File: src/rtl/dmarb_pkg.sv
// Shared definitions for the data-memory arbiter: size encodings, FSM states
// and the access alignment check.
package dmarb_pkg;

  localparam logic [1:0] SZ_NONE = 2'b00;
  localparam logic [1:0] SZ_WORD = 2'b01;
  localparam logic [1:0] SZ_HALF = 2'b10;
  localparam logic [1:0] SZ_BYTE = 2'b11;

  typedef enum logic [1:0] {
    IDLE   = 2'b00,
    ACCESS = 2'b01,
    RESP   = 2'b10
  } state_e;

  // Size 00 is malformed; halves need even addresses, words 4-byte alignment.
  function automatic logic access_legal(input logic [1:0] size, input logic [1:0] addr_lo);
    logic ok;
    case (size)
      SZ_WORD: ok = (addr_lo == 2'b00);
      SZ_HALF: ok = (addr_lo[0] == 1'b0);
      SZ_BYTE: ok = 1'b1;
      default: ok = 1'b0;
    endcase
    return ok;
  endfunction

endpackage

File: src/rtl/dmarb_pick.sv
// Winner selection between the two requesters. Round-robin when
// DMARB_ROUND_ROBIN_EN is defined, otherwise fixed priority to requester 0.
module dmarb_pick (
  input  logic clk,
  input  logic srst,
  input  logic req0_i,
  input  logic req1_i,
  input  logic grant_i,
  output logic winner_o
);

`ifdef DMARB_ROUND_ROBIN_EN
  logic last_q;
  logic last_d;

  // On a tie the requester not granted last wins; pointer starts at 1.
  always_comb begin
    winner_o = req1_i & (~req0_i | ~last_q);
    last_d   = grant_i ? winner_o : last_q;
  end

  always_ff @(posedge clk) begin
    if (srst) begin
      last_q <= 1'b1;
    end else begin
      last_q <= last_d;
    end
  end
`else
  logic unused_fixed;

  assign winner_o     = ~req0_i & req1_i;
  assign unused_fixed = clk ^ srst ^ grant_i;
`endif

endmodule

File: src/rtl/data_memory_arbiter.sv
// Two-requester arbiter/sequencer in front of the single-port data memory.
// Build option: DMARB_ROUND_ROBIN_EN selects round-robin arbitration.
module data_memory_arbiter
  import dmarb_pkg::*;
#(
  parameter int ADDR_W = 32,
  parameter int DATA_W = 32
) (
  input  logic              Clk,
  input  logic              Reset,
  input  logic              Req0,
  input  logic              Req1,
  input  logic              We0,
  input  logic              We1,
  input  logic [1:0]        Size0,
  input  logic [1:0]        Size1,
  input  logic [ADDR_W-1:0] Addr0,
  input  logic [ADDR_W-1:0] Addr1,
  input  logic [DATA_W-1:0] WData0,
  input  logic [DATA_W-1:0] WData1,
  output logic              Ack0,
  output logic              Ack1,
  output logic              Err0,
  output logic              Err1,
  output logic [DATA_W-1:0] RData0,
  output logic [DATA_W-1:0] RData1,
  output logic [ADDR_W-1:0] MemAddress,
  output logic [DATA_W-1:0] MemWriteData,
  output logic [1:0]        MemWrite,
  output logic [1:0]        MemRead,
  input  logic [DATA_W-1:0] MemReadData
);

  state_e            state_q, state_d;
  logic              win_q, win_d;
  logic              we_q, we_d;
  logic              ack0_q, ack0_d, ack1_q, ack1_d;
  logic              err0_q, err0_d, err1_q, err1_d;
  logic [DATA_W-1:0] rdata0_q, rdata0_d, rdata1_q, rdata1_d;
  logic [ADDR_W-1:0] maddr_q, maddr_d;
  logic [DATA_W-1:0] mwdata_q, mwdata_d;
  logic [1:0]        mwrite_q, mwrite_d;
  logic [1:0]        mread_q, mread_d;

  logic              winner;
  logic              grant;
  logic              sel_we;
  logic [1:0]        sel_size;
  logic [ADDR_W-1:0] sel_addr;
  logic [DATA_W-1:0] sel_wdata;

  assign grant = (state_q == IDLE) && (Req0 || Req1);

  dmarb_pick u_pick (
    .clk      (Clk),
    .srst     (Reset),
    .req0_i   (Req0),
    .req1_i   (Req1),
    .grant_i  (grant),
    .winner_o (winner)
  );

  always_comb begin
    sel_we    = winner ? We1    : We0;
    sel_size  = winner ? Size1  : Size0;
    sel_addr  = winner ? Addr1  : Addr0;
    sel_wdata = winner ? WData1 : WData0;
  end

  always_comb begin
    state_d  = state_q;
    win_d    = win_q;
    we_d     = we_q;
    ack0_d   = 1'b0;
    ack1_d   = 1'b0;
    err0_d   = 1'b0;
    err1_d   = 1'b0;
    rdata0_d = '0;
    rdata1_d = '0;
    maddr_d  = maddr_q;
    mwdata_d = mwdata_q;
    mwrite_d = SZ_NONE;
    mread_d  = SZ_NONE;
    case (state_q)
      IDLE: begin
        if (grant) begin
          win_d = winner;
          we_d  = sel_we;
          if (access_legal(sel_size, sel_addr[1:0])) begin
            state_d  = ACCESS;
            maddr_d  = sel_addr;
            mwdata_d = sel_wdata;
            if (sel_we) begin
              mwrite_d = sel_size;
            end else begin
              mread_d = sel_size;
            end
          end else begin
            // Rejected accesses skip the memory and answer one cycle later.
            state_d = RESP;
            ack0_d  = ~winner;
            ack1_d  = winner;
            err0_d  = ~winner;
            err1_d  = winner;
          end
        end
      end
      ACCESS: begin
        state_d = RESP;
        ack0_d  = ~win_q;
        ack1_d  = win_q;
        if (!we_q) begin
          if (win_q) begin
            rdata1_d = MemReadData;
          end else begin
            rdata0_d = MemReadData;
          end
        end
      end
      RESP: begin
        state_d = IDLE;
      end
      default: begin
        state_d = IDLE;
      end
    endcase
  end

  always_ff @(posedge Clk) begin
    if (Reset) begin
      state_q  <= IDLE;
      win_q    <= 1'b0;
      we_q     <= 1'b0;
      ack0_q   <= 1'b0;
      ack1_q   <= 1'b0;
      err0_q   <= 1'b0;
      err1_q   <= 1'b0;
      rdata0_q <= '0;
      rdata1_q <= '0;
      maddr_q  <= '0;
      mwdata_q <= '0;
      mwrite_q <= SZ_NONE;
      mread_q  <= SZ_NONE;
    end else begin
      state_q  <= state_d;
      win_q    <= win_d;
      we_q     <= we_d;
      ack0_q   <= ack0_d;
      ack1_q   <= ack1_d;
      err0_q   <= err0_d;
      err1_q   <= err1_d;
      rdata0_q <= rdata0_d;
      rdata1_q <= rdata1_d;
      maddr_q  <= maddr_d;
      mwdata_q <= mwdata_d;
      mwrite_q <= mwrite_d;
      mread_q  <= mread_d;
    end
  end

  assign Ack0         = ack0_q;
  assign Ack1         = ack1_q;
  assign Err0         = err0_q;
  assign Err1         = err1_q;
  assign RData0       = rdata0_q;
  assign RData1       = rdata1_q;
  assign MemAddress   = maddr_q;
  assign MemWriteData = mwdata_q;
  // Reset during ACCESS must stop the store the memory would commit at this edge.
  assign MemWrite     = Reset ? SZ_NONE : mwrite_q;
  assign MemRead      = mread_q;

endmodule

File: config.mk
export PLATFORM = sky130hd
export DESIGN_NAME = data_memory_arbiter
export DESIGN_NICKNAME = d
export VERILOG_FILES = /design/src/rtl/dmarb_pkg.sv /design/src/rtl/dmarb_pick.sv /design/src/rtl/data_memory_arbiter.sv
export SDC_FILE = /design/constraint.sdc
export NUM_CORES = 1
export LEC_CHECK = 0
export CAP_MARGIN = 20
export CORE_ASPECT_RATIO = 1.25
export CORE_MARGIN = 2
export CORE_UTILIZATION = 34
export DETAILED_ROUTE_END_ITERATION = 6
export GPL_TIMING_DRIVEN = 0
export PLACE_DENSITY = 0.87
export SLEW_MARGIN = 30
export SYNTH_ARGS = -nofsm -noshare
export SYNTH_HDL_FRONTEND = slang
export SYNTH_SLANG_ARGS = --single-unit
File: constraint.sdc
create_clock -name Clk -period 1.9 [get_ports Clk]
set_input_delay 0.285 -clock Clk [delete_from_list [all_inputs] [get_ports Clk]]
set_output_delay 0.285 -clock Clk [all_outputs]
set_load 0.01 [all_outputs]
---- Word level (Yosys, flattened, before mapping) ----
Index checks and enable logic that the tools add are counted.
word-level totals
  memory bits (read-only) ................. 0
  memory bits (writable) .................. 0
  register bits ........................... 140
  latch bits .............................. 0
  output and inout port bits .............. 136
  memories kept ........................... 0
  logic and storage cells ................. 56
  input bits .............................. 170
cells by class
  multiply operators ...................... 0
  order comparisons ....................... 0
  reduce and logical (&&, ||, !) cells .... 11
  divide/modulo/power cells ............... 0
  $add $sub $neg .......................... 0
  multiplexer cells ....................... 17
  shift-type cells ........................ 0
  bitwise operators ....................... 10
  eq/ne operators ......................... 5
operators with widths
  operator            count
  $mux 32             2
  $reduce_or 5->1     2
  $not 1->1           9
  $mux 2              4
  $reduce_or 4->1     2
  $mux 1              7
  $eq 2x1->1 const B  2
  $eq 2x2->1 const B  2
  $logic_not 2->1     2
  $pmux 1 s2          2
  $pmux 2 s2          1
  $pmux 1 s3          1
  $reduce_and 3->1    1
  $ne 2x2->1 const B  1
  $reduce_and 2->1    1
  $reduce_or 2->1     1
  $and 1x1->1         1
  $logic_and 1x1->1   1
  $logic_or 1x1->1    1

---- Depth between registers and ports, before layout ----
Gate-level depths: netlist of the first run.
  word-level depth ........................ 10
  gate-level depth with buffers ........... 8
  depth with buffers taken out ............ 5

---- Cells and area by module ----
A second synthesis of the first run with hierarchy kept.
unflattened totals
  cells, all modules ...................... 494
  area total of the unflattened synthesis .. 5614.1 µm²
modules (own cells, without submodules)
  module               seq. area each (µm²)  area each (µm²)  cells an instance  instances
  data_memory_arbiter  2802.7                5600.4           493                1
  dmarb_pick           0.0                   13.8             1                  1

---- Worst setup path after synthesis of the first run ----
OpenSTA, ideal clock, no wires.
  path type ............................... input to register
  start point ............................. input port Req0
  end point ............................... register mwdata_q[10] (netlist: MemWriteData[10])
  arrival ................................. 1661 ps
  cell stages on the path ................. 8
  setup time .............................. 134 ps
  required time ........................... 1766 ps
  setup slack ............................. 105 ps
  buffers on the path ..................... 3
  cell sequence ........................... nand2b_1 > buf_4 > mux2i_1 > o31ai_4 > and2_1 > buf_2 > buf_2 > a211oi_1
on the way
  cells in the longest elaborated chain, start to end .. 8
  elaborated cells between the ends (all ways) .. 16
  those cells by class .................... eq/ne: 3; mux: 6; bitwise: 3; reduce/logical: 4
RTL lines
  item                                RTL line                                              text
  from (decl)                         data_memory_arbiter.sv:11                             input logic Req0,
  $not 1->1                           dmarb_pick.sv:32                                      assign winner_o = ~req0_i & req1_i;
  $and 1x1->1                         dmarb_pick.sv:32
  $mux 2 or $mux 32 (tied branches)   data_memory_arbiter.sv:65, data_memory_arbiter.sv:66
  $eq 2x2->1 (tied with other cells)  dmarb_pkg.sv:19                                       case (size)
  $pmux 1 s3                          dmarb_pkg.sv:19
  $mux 1                              data_memory_arbiter.sv:86                             if (grant) begin
  $mux 1                              data_memory_arbiter.sv:84                             case (state_q)
  $reduce_and 3->1 (no source line)   n/a
  to (signal assigned)                data_memory_arbiter.sv:155                            mwdata_q <= mwdata_d;
  to (decl)                           data_memory_arbiter.sv:41                             logic [DATA_W-1:0] mwdata_q, mwdata_d;
Several ways; a longest one is shown, not always the timed one. The select of a mux whose other input is x is not followed.
A chain may end at the register's enable or synchronous reset.

---- Worst setup path in the final report of the first run ----
  start point ............................. input port Size1[0]
  end point ............................... register mwdata_q[2] (netlist: MemWriteData[2])
on the way
  cells in the longest elaborated chain, start to end .. 6
  elaborated cells between the ends (all ways) .. 8
  those cells by class .................... eq/ne: 3; mux: 4; reduce/logical: 1
RTL lines
  item                                      RTL line                   text
  from (decl)                               data_memory_arbiter.sv:16  input logic [1:0] Size1,
  $mux 2 (*)                                data_memory_arbiter.sv:65  sel_size = winner ? Size1 : Size0;
  $eq 2x2->1 or $eq 2x1->1 (tied branches)  dmarb_pkg.sv:19
  $pmux 1 s3 (*)                            dmarb_pkg.sv:19
  $mux 1 (*)                                data_memory_arbiter.sv:86
  $mux 1 (*)                                data_memory_arbiter.sv:84
  $reduce_and 3->1 (no source line) (*)     n/a
Mark *: on every way between the ends. The rest lies on a longest branch, timed or not. The select of a mux whose other input is x is not followed.

==> flow_summary_export.csv, run 1 <==
group,metric,value,unit
floorplan,fp.coreArea,14800,um^2
finish,fill_cells,1244,
floorplan,dieArea,16000,um^2
floorplan,num_io_pins,306,
logic_synthesis,synth_cells,481,
drt,drc_errors,0,
cts,cts_hold_buf,0,
logic_synthesis,postSynthAreaPerCell,10.6,um^2
cts,root_buffer,"clkbuf_16",
cts,clock_latency,0.41,ns
cts,clkSlewWorstSetupHoldPaths,0.07,ns
cts,numCtsBuffers,17,
timing,max_freq,527,MHz
global_route,grt-ovfl-total,0,
logic_synthesis,syn-num-nets,651,
logic_synthesis,synth.distinct_cells,25,
pwr,ir_drop,500,uV
cts,cts.sinks,140,
timing,hold_viol,0,
global_route,grtUsageTotal,0.209,
logic_synthesis,synthArstFlopShare,0,
worst_setup_path,reg2regPathDepth,5,
finish,final_cells,1003,
logic_synthesis,synth.largest_area_cell,"dfxtp_1",
logic_synthesis,synthesis.area,5110,um^2
placed_design,hpwl,12800,um
timing,slew_headroom,0.472,
worst_setup_path,critPathCaptureType,"flip-flop",
logic_synthesis,yosysMostFrequentCell,"dfxtp_1",
floorplan,chipHeight,141,um
timing,rsz0062_at_grt,"true",
timing,period_share,0.999,
pwr,leakagePower,3.65,nW
timing,worst_slack,0.00133,ns
drt,dr_total_vias,4832,
drt,ant_nets,0,
finish,multi_input_area,2170,um^2
logic_synthesis,synth_warnings,0,
worst_setup_path,crit_required,2.17,ns
cts,cts_tree,"built",
finish,fin_nets,977,
logic_synthesis,synth_seq_cells,140,
logic_synthesis,synth_top_cell_area_share,0.549,
pwr,p_total,0.00812,W
worst_hold_path,hold_depth,2,
finish,syn_to_final_growth,78.0,%
worst_setup_path,critPathKind,"input port to flip-flop",
run,cap_violations,0,
cts,cts_buffer_depth,2,
placed_design,place_area,8380,um^2
finish,stdcell_area,9090,um^2
drt,drt_iter0_drc,251,
global_route,grt_max_degree,17,
logic_synthesis,synth_ff_type,"dfxtp_1",
drt,via_per_inst,4.82,
placed_design,dp_cells,967,
logic_synthesis,yosysSeqAreaShare,0.549,
drt,wl,16900,um
timing,fin_skew,0.00979,ns
finish,final_core_util,0.613,
logic_synthesis,synth_edf_count,0,
worst_hold_path,hold_class,"input port to flip-flop",
timing,tightest_slew,0.792,ns
outcome,outcome,"finished clean",
timing,min_period,1.90,ns
timing,drv_slew,0,
logic_synthesis,synth_common_cells,"dfxtp_1, mux2i_1, a211oi_1, and2_1, a21oi_1",
worst_setup_path,cp.arrival,2.17,ns
worst_setup_path,cp-start-kind,"input port",
floorplan,die_w,114,um
worst_setup_path,critPathMaxFanout,10,
logic_synthesis,synthTopCellsByArea,"dfxtp_1, mux2i_1, a211oi_1",
floorplan,rows,50,
global_route,grt_pass1_vias,5040,
drt,wl_per_cell,16.9,um
finish,drive_gt1_frac,0.0793,
timing,setup_viol,0,
placed_design,portBuffers,304,
global_route,grt_antenna_before_repair,1,
global_route,grt_pass1_wl,26100,um
drt,first_pass_iters,4,
placed_design,dp_slack,-0.953,ns
finish,final-seq-area,2800,um^2
floorplan,start_util,0.345,
pwr,power_density,893,nW/um^2
placed_design,place.gp.congestion,0.753,
cts,htree_levels,4,
-- cells in the final DEF, fill, tap and decap left out, types with 2 or more instances in the layout --
cell             instances
clkdlybuf4s50_1        302
inv_8                    4
buf_4                    7
a211oi_1                65
nor2_1                   6
clkinv_4                 2
inv_6                    4
clkbuf_1                21
dlygate4sd2_1            2
mux2i_1                 66
nor2b_1                  2
nor3b_1                  2
nor4_1                   4
clkinvlp_4               2
dfxtp_1                140
clkbuf_16               17
mux2i_4                  2
a21oi_1                 65
nand2_1                  4
buf_6                    4
clkinv_2                 2
clkbuf_2                 8
buf_2                    5
and2_1                  66
-- kinds of logic after synthesis --
logic type / synth area share
flip-flops: 0.549
buffers and inverters: 0.0367
multiplexers: 0.133
AO/OA/AOI/OAI: 0.169
AND/OR/NAND/NOR: 0.112
-- per-stage QoR --
step / hold slack, ns / setup TNS [ns]
6_report: 0.295 / 0
5_1_grt: 0.294 / -0.827
4_1_cts: 0.278 / 0
3_5_place_dp: 0.469 / -71.53
3_3_place_gp: 0.464 / -71.98
2_1_floorplan: 0.382 / 0
-- flip-flops by register name, summed over array words and instances, names as in the netlist --
signal,cells
MemAddress,32
MemWriteData,32
RData0,32
RData1,32
MemRead,2
mwrite_q,2
state_q,2
Ack0,1
Ack1,1
Err0,1
Err1,1
we_q,1
win_q,1
-- path summary, 6_finish.rpt --
path | startpoint | endpoint | slack [ns]
worst max-delay path | Size1[0] | MemWriteData[2]$_SDFFE_PP0P_ | 0.001
worst max register to register | state_q[0]$_SDFFE_PP0P_ | MemWriteData[28]$_SDFFE_PP0P_ | 0.15
worst min register to register | MemAddress[19]$_SDFFE_PP0P_ | MemAddress[19]$_SDFFE_PP0P_ | 0.51
worst min-delay path | Req0 | win_q$_SDFFE_PP0P_ | 0.30
-- worst max-delay path, cell delays in order --
cell and delay (ns):
clkdlybuf4s50_1 0.52, nor3b_1 0.37, mux2i_4 0.13, o31ai_4 0.09, buf_6 0.16, and2_1 0.15
buf_6 0.18, buf_4 0.20, a211oi_1 0.09
-- final cells by class --
cell class              instances  share of cell area
diodes                          1            0.000275
plain buffers                  44              0.0261
clock buffers                  17              0.0468
clock inverters                15              0.0168
inverters                       1            0.000413
multi-input cells             296               0.239
flip-flops and latches        140               0.308
well taps                     182              0.0250
repair buffers                307               0.337
-- metal layers --
metal,part of all wire,global-route usage,vias to the layer above
met5,0,0,-
met4,0.020,0.0745,0
met3,0.068,0.0632,25
met2,0.53,0.385,218
met1,0.39,0.225,2215
li1,-,-,2374
-- repair_timing --
action / CTS / global route
endpoints found under the setup margin: 106 / 84
resized for setup: 34 / 6
setup buffers: 3 / 0
pin swaps: 1 / 0
-- power breakdown --
group          leakage, nW  switching (W)  internal, W  total, W
Clock                0.282        0.00139      0.00185   0.00324
Sequential            1.14       0.000109      0.00314   0.00324
Combinational         2.23       0.000712     0.000925   0.00164
Total                 3.65        0.00221      0.00591   0.00812
No activity file was read; power rests on OpenSTA's default activity.
==> run 2, diff against run 1 <==
--- a/config.mk
+++ b/config.mk
@@ -5,11 +5,11 @@
 export SDC_FILE = /design/constraint.sdc
 export NUM_CORES = 1
 export LEC_CHECK = 0
-export CAP_MARGIN = 20
 export CORE_ASPECT_RATIO = 1.25
 export CORE_MARGIN = 2
 export CORE_UTILIZATION = 34
 export DETAILED_ROUTE_END_ITERATION = 6
+export GPL_ROUTABILITY_DRIVEN = 0
 export GPL_TIMING_DRIVEN = 0
 export PLACE_DENSITY = 0.87
 export SLEW_MARGIN = 30
==> results of run 2 <==
Final layout, timing and power as in run 1 (identical DEF).
